## config.mk

```make
export PLATFORM = sky130hd
export DESIGN_NAME = i2c_write_master
export DESIGN_NICKNAME = d
export VERILOG_FILES = /design/src/rtl/hdmi_cfg_pkg.sv /design/src/rtl/i2c_quarter_tick.sv /design/src/rtl/i2c_write_master.sv
export SDC_FILE = /design/constraint.sdc
export NUM_CORES = 1
export LEC_CHECK = 0
export ABC_AREA = 1
export CAP_MARGIN = 20
export CORE_MARGIN = 5
export CORE_UTILIZATION = 56
export DETAILED_ROUTE_END_ITERATION = 10
export PLACE_DENSITY = 0.91
export SLEW_MARGIN = 20
export SYNTH_ARGS = -nofsm -noshare
export SYNTH_HDL_FRONTEND = slang
export SYNTH_HIERARCHICAL = 1
export SYNTH_SLANG_ARGS = --single-unit
```

## constraint.sdc

```tcl
create_clock -name clock_50 -period 1.9 [get_ports clock_50]
set_input_delay 0.285 -clock clock_50 [delete_from_list [all_inputs] [get_ports clock_50]]
set_output_delay 0.285 -clock clock_50 [all_outputs]
set_load 0.01 [all_outputs]
```

## src/rtl/hdmi_cfg_pkg.sv

```systemverilog
// rtl/hdmi_cfg_pkg.sv - shared types and constants for the HDMI transmitter configuration path
package hdmi_cfg_pkg;

  // Byte-level I2C write engine states
  typedef enum logic [2:0] {
    IDLE,
    START,
    BIT,
    ACK,
    STOP,
    DONE
  } i2c_state_e;

  // ADV7513 write address (R/W bit included)
  localparam logic [7:0] ADV7513_ADDR = 8'h72;

  localparam int DEFAULT_CLK_FREQ = 50_000_000;
  localparam int DEFAULT_I2C_FREQ = 100_000;

  // System clock cycles per quarter SCL period
  function automatic int quarter_div(input int clk_freq, input int i2c_freq);
    return clk_freq / (4 * i2c_freq);
  endfunction

endpackage

```

## src/rtl/i2c_quarter_tick.sv

```systemverilog
// rtl/i2c_quarter_tick.sv - quarter-SCL-period divider with registered tick output
module i2c_quarter_tick #(
  parameter int QDIV = 125
) (
  input  logic clk_i,
  input  logic rst_i,
  input  logic clear_i,
  input  logic enable_i,
  output logic tick_o
);

  localparam int CW = (QDIV > 1) ? $clog2(QDIV) : 1;
  localparam logic [CW-1:0] LAST = CW'(QDIV - 1);

  logic [CW-1:0] cnt_q;
  logic          tick_q;

  // Count 0..QDIV-1 while enabled; tick is registered so it is glitch-free and lands one cycle after the wrap
  always_ff @(posedge clk_i or posedge rst_i) begin
    if (rst_i) begin
      cnt_q  <= '0;
      tick_q <= 1'b0;
    end else if (clear_i) begin
      cnt_q  <= '0;
      tick_q <= 1'b0;
    end else if (enable_i) begin
      tick_q <= (cnt_q == LAST);
      cnt_q  <= (cnt_q == LAST) ? '0 : cnt_q + CW'(1);
    end else begin
      tick_q <= 1'b0;
    end
  end

  assign tick_o = tick_q;

endmodule

```

## src/rtl/i2c_write_master.sv

```systemverilog
// rtl/i2c_write_master.sv - single 3-byte I2C write engine (address, sub-address, data)
module i2c_write_master
  import hdmi_cfg_pkg::*;
#(
  parameter int CLK_FREQ = DEFAULT_CLK_FREQ,
  parameter int I2C_FREQ = DEFAULT_I2C_FREQ
) (
  input  logic        clock_50,
  input  logic        reset,
  input  logic        start,
  input  logic [7:0]  slave_address,
  input  logic [15:0] register_data,
  input  logic        i2c_serial_data_input,
  output logic        i2c_serial_data_output,
  output logic        i2c_serial_clock,
  output logic        busy,
  output logic        done,
  output logic        ack_error
);

  localparam int QDIV = quarter_div(CLK_FREQ, I2C_FREQ);

  i2c_state_e  state_q, state_d;
  logic [1:0]  qtr_q, qtr_d;
  logic [4:0]  bit_q, bit_d;
  logic [23:0] shift_q, shift_d;
  logic        ack_err_q, ack_err_d;
  logic [4:0]  bit_inc;
  logic        accept;
  logic        tick;
  logic        running;

  // A request is only taken from IDLE; starts during a transfer or in the DONE cycle are dropped
  assign accept  = (state_q == IDLE) && start;
  assign running = (state_q == START) || (state_q == BIT) ||
                   (state_q == ACK)   || (state_q == STOP);

  // Bit counter wraps after the 24th bit so bit_q==0 in ACK marks the final byte
  assign bit_inc = (bit_q == 5'd23) ? 5'd0 : bit_q + 5'd1;

  i2c_quarter_tick #(
    .QDIV(QDIV)
  ) u_quarter_tick (
    .clk_i   (clock_50),
    .rst_i   (reset),
    .clear_i (accept),
    .enable_i(running),
    .tick_o  (tick)
  );

  // State and datapath registers
  always_ff @(posedge clock_50 or posedge reset) begin
    if (reset) begin
      state_q   <= IDLE;
      qtr_q     <= 2'd0;
      bit_q     <= 5'd0;
      shift_q   <= 24'd0;
      ack_err_q <= 1'b0;
    end else begin
      state_q   <= state_d;
      qtr_q     <= qtr_d;
      bit_q     <= bit_d;
      shift_q   <= shift_d;
      ack_err_q <= ack_err_d;
    end
  end

  // Next-state logic: everything past IDLE/DONE advances only on quarter ticks
  always_comb begin
    state_d   = state_q;
    qtr_d     = qtr_q;
    bit_d     = bit_q;
    shift_d   = shift_q;
    ack_err_d = ack_err_q;
    unique case (state_q)
      IDLE: begin
        if (start) begin
          state_d   = START;
          qtr_d     = 2'd0;
          bit_d     = 5'd0;
          shift_d   = {slave_address, register_data};
          ack_err_d = 1'b0;
        end
      end
      START: begin
        if (tick) begin
          if (qtr_q == 2'd1) begin
            state_d = BIT;
            qtr_d   = 2'd0;
          end else begin
            qtr_d = qtr_q + 2'd1;
          end
        end
      end
      BIT: begin
        if (tick) begin
          qtr_d = qtr_q + 2'd1;
          if (qtr_q == 2'd3) begin
            shift_d = {shift_q[22:0], 1'b0};
            bit_d   = bit_inc;
            if (bit_inc[2:0] == 3'd0) begin
              state_d = ACK;
            end
          end
        end
      end
      ACK: begin
        if (tick) begin
          qtr_d = qtr_q + 2'd1;
          if (qtr_q == 2'd2 && i2c_serial_data_input) begin
            ack_err_d = 1'b1;
          end
          if (qtr_q == 2'd3) begin
            state_d = (ack_err_q || bit_q == 5'd0) ? STOP : BIT;
          end
        end
      end
      STOP: begin
        if (tick) begin
          if (qtr_q == 2'd2) begin
            state_d = DONE;
            qtr_d   = 2'd0;
          end else begin
            qtr_d = qtr_q + 2'd1;
          end
        end
      end
      DONE: begin
        state_d = IDLE;
      end
      default: begin
        state_d = IDLE;
      end
    endcase
  end

  // Bus and status outputs decoded from state and quarter; SDA=1 means released
  always_comb begin
    i2c_serial_clock       = 1'b1;
    i2c_serial_data_output = 1'b1;
    busy                   = running;
    done                   = 1'b0;
    ack_error              = ack_err_q;
    unique case (state_q)
      START: begin
        i2c_serial_clock       = (qtr_q == 2'd0);
        i2c_serial_data_output = 1'b0;
      end
      BIT: begin
        i2c_serial_clock       = (qtr_q == 2'd1) || (qtr_q == 2'd2);
        i2c_serial_data_output = shift_q[23];
      end
      ACK: begin
        i2c_serial_clock       = (qtr_q == 2'd1) || (qtr_q == 2'd2);
        i2c_serial_data_output = 1'b1;
      end
      STOP: begin
        i2c_serial_clock       = (qtr_q != 2'd0);
        i2c_serial_data_output = (qtr_q == 2'd2);
      end
      DONE: begin
        done = 1'b1;
      end
      default: begin
        i2c_serial_clock       = 1'b1;
        i2c_serial_data_output = 1'b1;
      end
    endcase
  end

endmodule

```

## Word level (Yosys, flattened, before mapping)

Index checks and enable logic that the tools add are counted.
W data, S select, Z words.

- Reductions and logical operators: 21
- $add $sub $neg: 3
- Equality and inequality tests: 22
- Multiplexer cells: 40

Operators with widths:

| cell | count |
|---|---|
| $mux W24 | 3 |
| $pmux W24 S2 | 1 |
| $mux W3 | 11 |
| $ne A2 B1 Y1 const B | 11 |
| $mux W7 | 3 |
| $mux W5 | 4 |
| $pmux W3 S5 | 1 |
| $mux W2 | 6 |
| $pmux W5 S2 | 1 |
| $reduce_and A10 Y1 | 1 |
| $pmux W2 S4 | 1 |
| $reduce_and A4 Y1 | 2 |
| $reduce_bool A2 Y1 | 4 |
| $add A7 B1 Y7 const B | 1 |
| $eq A7 B7 Y1 const B | 1 |
| $eq A3 B2 Y1 const B | 2 |
| $eq A3 B3 Y1 const B | 2 |
| $logic_not A3 Y1 | 2 |
| $mux W1 | 6 |
| $pmux W1 S3 | 2 |
| $add A5 B1 Y5 const B | 1 |
| $eq A5 B5 Y1 const B | 1 |
| $logic_not A5 Y1 | 1 |
| $logic_or A1 B1 Y1 | 5 |
| other kinds (11) | 13 |

- Output and inout bits: 5
- Register bits after elaboration: 43
- Logic and storage cells: 93
- Bits of input ports: 28

## Depth between registers and ports, before layout

Gate-level depths: netlist of run 1.

- Depth in word-level cells: 7
- Depth in mapped cells: 12
- Mapped depth without buffers: 11

## Cells and area by module

Netlist of run 1, hierarchy kept.

Modules (own cells, without submodules):

| module | instances | seq. area each (um2) | area each (um2) | cells each |
|---|---|---|---|---|
| i2c_write_master | 1 | 875.8 | 2,252.2 | 298 |
| i2c_quarter_tick | 1 | 200.2 | 501.7 | 59 |

## Worst setup path before layout of run 1

No wires, ideal clock.

- Path kind: flip-flop to flip-flop
- Start point: register state_q[1]
- End point: register u_quarter_tick.cnt_q[2]
- Library setup time: 0.121 ns
- Data required time: 1.779 ns
- Path buffers: 1
- Stages on the path, launching flop included: 12
- Slack: 0.288 ns
- Period minus slack after synthesis: 1.612 ns
- Arrival: 1.491 ns
- Cell sequence: dfrtp_1 > buf_4 > inv_1 > nand2_1 > nor2_2 > nor2_1 > inv_1 > inv_2 > nand2_2 > nand2_2 > xor2_1 > nor2_1

- Word-level cells in the longest chain between the ends: 5
- Elaborated cells between the ends (all ways): 11
- Classes of those cells: eq/ne: 4; mux: 1; reduce/logical: 6

RTL lines:

| element | line | text |
|---|---|---|
| start: declaration | i2c_write_master.sv:23 | `i2c_state_e state_q, state_d;` |
| start signal: assignment | i2c_write_master.sv:60 | `state_q <= state_d;` |
| $eq A3 B1 Y1 or $eq A3 B2 Y1 (tied branches) | i2c_write_master.sv:35 | `assign running = (state_q == START) \|\| (state_q == BIT) \|\|` |
| $logic_or A1 B1 Y1 (2 in series) | i2c_write_master.sv:35 |  |
| $logic_or A1 B1 Y1 (*) | i2c_write_master.sv:36 | `(state_q == ACK) \|\| (state_q == STOP);` |
| net busy | i2c_write_master.sv:16 | `output logic busy,` |
| $reduce_bool A2 Y1 (no line) (*) | n/a |  |
| end signal: assignment | i2c_quarter_tick.sv:28 | `cnt_q <= (cnt_q == LAST) ? '0 : cnt_q + CW'(1);` |
| end: declaration | i2c_quarter_tick.sv:15 | `logic [CW-1:0] cnt_q;` |

Mark *: on every way through the listed nets, which the timed path passes. The rest lies on a longest branch.
A chain may end at the register's enable or synchronous reset.

## Worst setup path after layout of run 1

- Start point: register state_q[0]
- End point: output port i2c_serial_clock

- Word-level cells in the longest chain between the ends: 3
- Elaborated cells between the ends (all ways): 6
- Classes of those cells: eq/ne: 4; mux: 1; reduce/logical: 1

RTL lines:

| element | line | text |
|---|---|---|
| $eq A3 B2 Y1 | i2c_write_master.sv:144 | `unique case (state_q)` |
| $reduce_or A2 Y1 (no line) | n/a |  |
| $pmux W1 S3 (*) | i2c_write_master.sv:144 |  |
| end: declaration | i2c_write_master.sv:15 | `output logic i2c_serial_clock,` |

Every way passes the cells marked *; elsewhere a longest branch is shown, timed or not.

==> results of run 1 <==
==> power by group <==
part	internal [mW]	switching, mW	leakage, nW
Combinational	0.965	1.50	1.06
Sequential	1.25	0.167	0.552
Clock	0.425	0.309	0.0612
Total	2.64	1.98	1.67
==> worst max path at each step <==
stage / cells after the start / end / slack (ns)
after floorplan: 11 / u_quarter_tick/cnt_q[2] / 0.29
after global placement: 6 / i2c_serial_clock / 0.03
after detailed placement: 6 / i2c_serial_clock / -0.08
after CTS: 7 / i2c_serial_clock / -0.07
after global routing: 11 / u_quarter_tick/cnt_q[6] / -0.005
final: 7 / i2c_serial_clock / 0.07
==> final cells by class <==
cell class | instances | area share
flip-flops and latches | 43 | 0.321
clock buffers | 6 | 0.0246
multi-input cells | 244 | 0.409
clock inverters | 2 | 0.0104
repair buffers | 52 | 0.146
inverters | 57 | 0.0642
well taps | 67 | 0.0250
==> layer usage <==
metal,GRT usage,vias to the layer above
met5,0,-
met4,0.0777,0
met3,0.0348,9
met2,0.333,49
met1,0.236,1113
li1,-,1219
==> registers in the layout (all words and copies together), names as in the netlist <==
signal and cells:
shift_q 24, state_q 3, u_quarter_tick/tick_o 1, bit_q 5
u_quarter_tick/cnt_q 7, ack_error 1, qtr_q 2
==> cells in the final DEF, fill, tap and decap left out, types with 10 or more instances in the layout <==
cell type | synthesis | layout
nand2_2 | 17 | 18
nor2_1 | 20 | 20
nand2_1 | 82 | 81
dfrtp_1 | 43 | 42
o21ai_0 | 37 | 37
nand3_1 | 20 | 20
o21ai_2 | 15 | 15
buf_4 | 3 | 17
inv_1 | 51 | 50
clkdlybuf4s50_1 | 0 | 28
o21ai_1 | 10 | 10
ha_1 | 12 | 12
==> repair_timing <==
action                                  CTS  global route
pin swaps                                 0             1
gates resized for setup                   6             8
endpoints found under the setup margin    4            18
setup buffers                             0             3
==> logic make-up after synthesis <==
group                      share of synthesized area
xor gates and xnor gates                     0.00636
AOI/OAI and AO/OA                              0.163
DFF                                            0.391
adders and majority gates                     0.0545
and+or+nand+nor                                0.271
buffers and inverters                          0.114
==> per-stage QoR <==
stage,setup slack [ns],total power [mW],cells
6_report,0.0688,4.62,471
5_1_grt,-0.00537,4.99,471
4_1_cts,-0.0672,4.59,468
3_5_place_dp,-0.0821,3.88,460
3_3_place_gp,0.0271,3.74,460
2_1_floorplan,0.288,3.17,357
==> metrics.txt, run 1 <==
status finished clean; skew final 0.00906 ns; IO Port Bufs 32; Post-synth top cells nand2_1, inv_1, dfrtp_1; Synth area leader dfrtp_1; crit path time final approximately 1.8 ns; # nets final 443; placement row count 25; Starting Density 0.579; clock sinks 43; critical path's top delay family flip-flops; CTS Buf Count 5; DRC marker count from the first detailed-route iteration 97; first-pass GRT wire length 9660 um; final hold viol count 0; register area 0.00108 mm2; most frequent cell after synthesis nand2_1; top cells by area, synth dfrtp_1, nand2_1, inv_1; Critical-path top delay cell dfrtp_2; Root Driver clkbuf_8; Die X ~80 um; Mean Syn Cell Area approximately 7.7 um2; Syn Nets 397; Seq/Total Area, Yosys 0.391; Congestion Overflow GR 0; crit end category output pin; Wirelength per Cell 12.4 um; length of routed wiring on met1 approximately 2500 um; Async SR Flop Fraction 1.00; Antenna Nets Post-Route 0; crit path kind flop to output pin; clock latency on the worst-skew pair 0.30 ns; antenna cell count 0; Fillers approximately 380; Yosys reg bits 43; metal2 WL 3000 um; CTS tree yes; Crit path arrival time 1.55 ns; WL met3 225 um; Buffers & Inverters on Critical Path 3; Total GRT Usage 0.193; power density over the cells 1380 mW/mm2; setup violators final 0; Die ar. 0.00642 mm2; top sig layer met4; Clock H-tree levels 2; Cell Chain, Critical Path buf_4 > nor2_4 > nor2_1 > nor2_1 > inv_1 > o2111ai_1 > clkbuf_2; Worst-Margin Slew a little over 0.5 ns; pin count of the biggest net entering global routing 53; r2r endpoint u_quarter_tick/cnt_q[6]; clock buffer depth 2; Synth Warn # 6; share of layout cells above drive strength 1 0.210; clock-pin slew on the worst setup and hold paths 0.08 ns; core area 0.00475 mm2; Vias/cell 5.07; post-layout util 0.705; total number of vias 2390; final slew viol count 0; Unique masters post-synth 31; post-synth top area share 0.391; Ports 33; Placer Congestion 0.904; Crit. Startpoint state_q[0]; WL final 5840 um; Syn-to-layout area delta 21.8%; HPWL Detailed 4440 um; Max-cap violations 0; r2r setup slk 0.14 ns; Design Area, Final 0.00335 mm2; Hold WC Path Type input port to async pin; Post-synth EDFFs 0; CTS hold repair buffers 0; fmax ~0.55 GHz; crit-path most repeated cell nor2_1; die height roughly 80 um; Cells after Synth 357; synthesized area 0.00275 mm2; router iterations before antenna repair 4; FF-to-FF path depth 11; worst path required time 1.62 ns; area of the multi-input gates around 0.0014 mm2; Setup TNS Final 0 ns; VDD IR max 1060 uV; Placed Area 0.00321 mm2; Pleak ~1.7 nW; relative max-transition margin 0.656; DRC Markers 0; vias in the first global route about 2200; CP Launch Type flop; final worst-path cycle share 0.964; CP max stage delay 0.45 ns; Reg-to-Reg Start state_q[0]; initial antenna violation count 0; WHS 0.256 ns; peak fanout along the critical path 6; Post-synth top flop dfrtp_1
No activity file was read; power rests on OpenSTA's default activity.
==> run 2: changes to the inputs <==
Clock period 1.9 ns to 1.96 ns, I/O delays scaled along.
==> run 2 against run 1 <==
Against the previous run:
- the run now ends with setup timing left
- routed wire length grew 6.5%
- global-route usage up 0.46 points
- count of clock-buffer cells in the layout increased by 2
- core utilization decreased by 0.47 points
- largest cell class unchanged
- clock skew decreased by 0.0065 ns
- setup slack got worse by 0.082 ns
- worst hold slack better by 0.014 ns
==> metrics.txt, run 2 (same netlist as run 1, synthesis figures left out) <==
register area 0.00108 mm2; CTS hold repair buffers 0; core area 0.00475 mm2; skew final roughly 0.0026 ns; status finished with violations; CTS Buf Count 5; Cells after DPL 457; Max-cap violations 0; crit end category output pin; final slew viol count 0; clock network power share 0.138; total power 4.39 mW; switching pwr 1.94 mW; Design Area, Final 0.00333 mm2; setup violators final 1; IO Port Bufs 32; crit path time final 1.97 ns; placement row count 25; final worst-path cycle share 1.01; DRC Markers 0; antenna cell count 0; # nets final 443; WL final ~6200 um; relative max-transition margin 0.623; clock sinks between 40 and 50; Pleak 1.67 nW; WL met3 339 um; fmax 0.507 GHz; total number of vias 2450; Root Driver clkbuf_8; Syn-to-layout area delta 20.9%; top sig layer met4; vias in the first global route 2293; Starting Density 0.579; most common cell after layout, fill and taps aside nand2_1; Placer Congestion 0.883; final hold viol count 0; CTS tree yes; CP Launch Type flop; initial antenna violation count 0; clock latency on the worst-skew pair 0.29 ns; Antenna Nets Post-Route 0; HPWL Detailed 4150 um; first-pass GRT wire length 9910 um; peak fanout along the critical path 4; die height roughly 80 um; length of routed wiring on met1 2560 um; Comb pwr share 0.548; Hold WC Path Type input port to async pin; Int Pwr 2.45 mW; max reg flops 24; final worst slack -0.0130 ns; Die ar. 0.00642 mm2; crit path kind flop to output pin; DRC marker count from the first detailed-route iteration 154; Top reg by flops shift_q; Vias/cell roughly 5.2; Ports 33; clock-pin slew on the worst setup and hold paths 0.08 ns; Total GRT Usage 0.197; area of the multi-input gates approximately 0.0014 mm2; FF-to-FF path depth 12; Placed Area 0.00318 mm2; Sw Share 0.442; Worst-Margin Slew 0.561 ns; Die X about 80 um; WHS 0.270 ns; router iterations before antenna repair 4; Fillers 360; Place WS -0.00443 ns; VDD IR max a little over 800 uV; Flop pwr share 0.315; non-filler instance count after layout 471; largest registers shift_q x24, u_quarter_tick/cnt_q x7, bit_q x5; share of layout cells above drive strength 1 0.200; Clock H-tree levels 2; commonest cells after routing, fill and taps aside nand2_1, inv_1, dfrtp_1, o21ai_0, clkdlybuf4s50_1; Crit path arrival time 1.68 ns; failing checks setup timing; metal2 WL 3190 um; worst path required time 1.67 ns; power density over the cells 1320 mW/mm2; Wirelength per Cell 13.2 um; Congestion Overflow GR 0; pin count of the biggest net entering global routing 53; clock buffer depth 2
[run 2: area by class of cell]
class,instances,share of cell area
sequential,43,0.323
inverter,57,0.0654
clock buffer,8,0.0301
timing repair buffer,52,0.145
multi-input combinational,244,0.411
tap,67,0.0252
[run 2: final timing paths]
check / from / to / slack [ns]
min reg2reg: shift_q[7] / shift_q[7] / 0.52
max: state_q[0] / busy / -0.01
min in group clock_50: shift_q[7] / shift_q[7] / 0.52
max reg2reg: state_q[0] / u_quarter_tick/cnt_q[6] / 0.09
min: reset / u_quarter_tick/cnt_q[3] / 0.27
max in group asynchronous: reset / state_q[0] / 1.18
[run 2: critical path, cell delays in order (launching register included)]
cell,delay [ns]
dfrtp_2,0.45
buf_4,0.17
nor2_4,0.11
nor2_1,0.05
nor2_1,0.19
inv_1,0.12
dlygate4sd2_1,0.31
[run 2: through the flow]
step | util | TNS [ns]
floorplan | - | 0
global placement | 0.668 | 0
detailed placement | 0.668 | -0.00443
CTS | 0.693 | 0
global route | 0.701 | -0.144
finish | 0.701 | -0.0130
[run 2: power by group through the flow]
stage               clock, mW  combinational [mW]  sequential, mW
floorplan                   0                1.74            1.33
finish                  0.604                2.40            1.38
CTS                     0.619                2.34            1.37
detailed placement          0                2.29            1.39
global placement            0                2.21            1.37
global route            0.662                2.68            1.42
[run 2: repair_timing]
item	in CTS	in global routing
pin swaps	0	1
buffers inserted	2	4
resized for setup	5	6
endpoints found under the setup margin	4	22
[run 2: metal layers]
| layer | global-route usage | vias to the layer above |
|---|---|---|
| li1 | - | 1215 |
| met1 | 0.249 | 1149 |
| met2 | 0.319 | 74 |
| met3 | 0.0516 | 12 |
| met4 | 0.0828 | 0 |
| met5 | 0 | - |
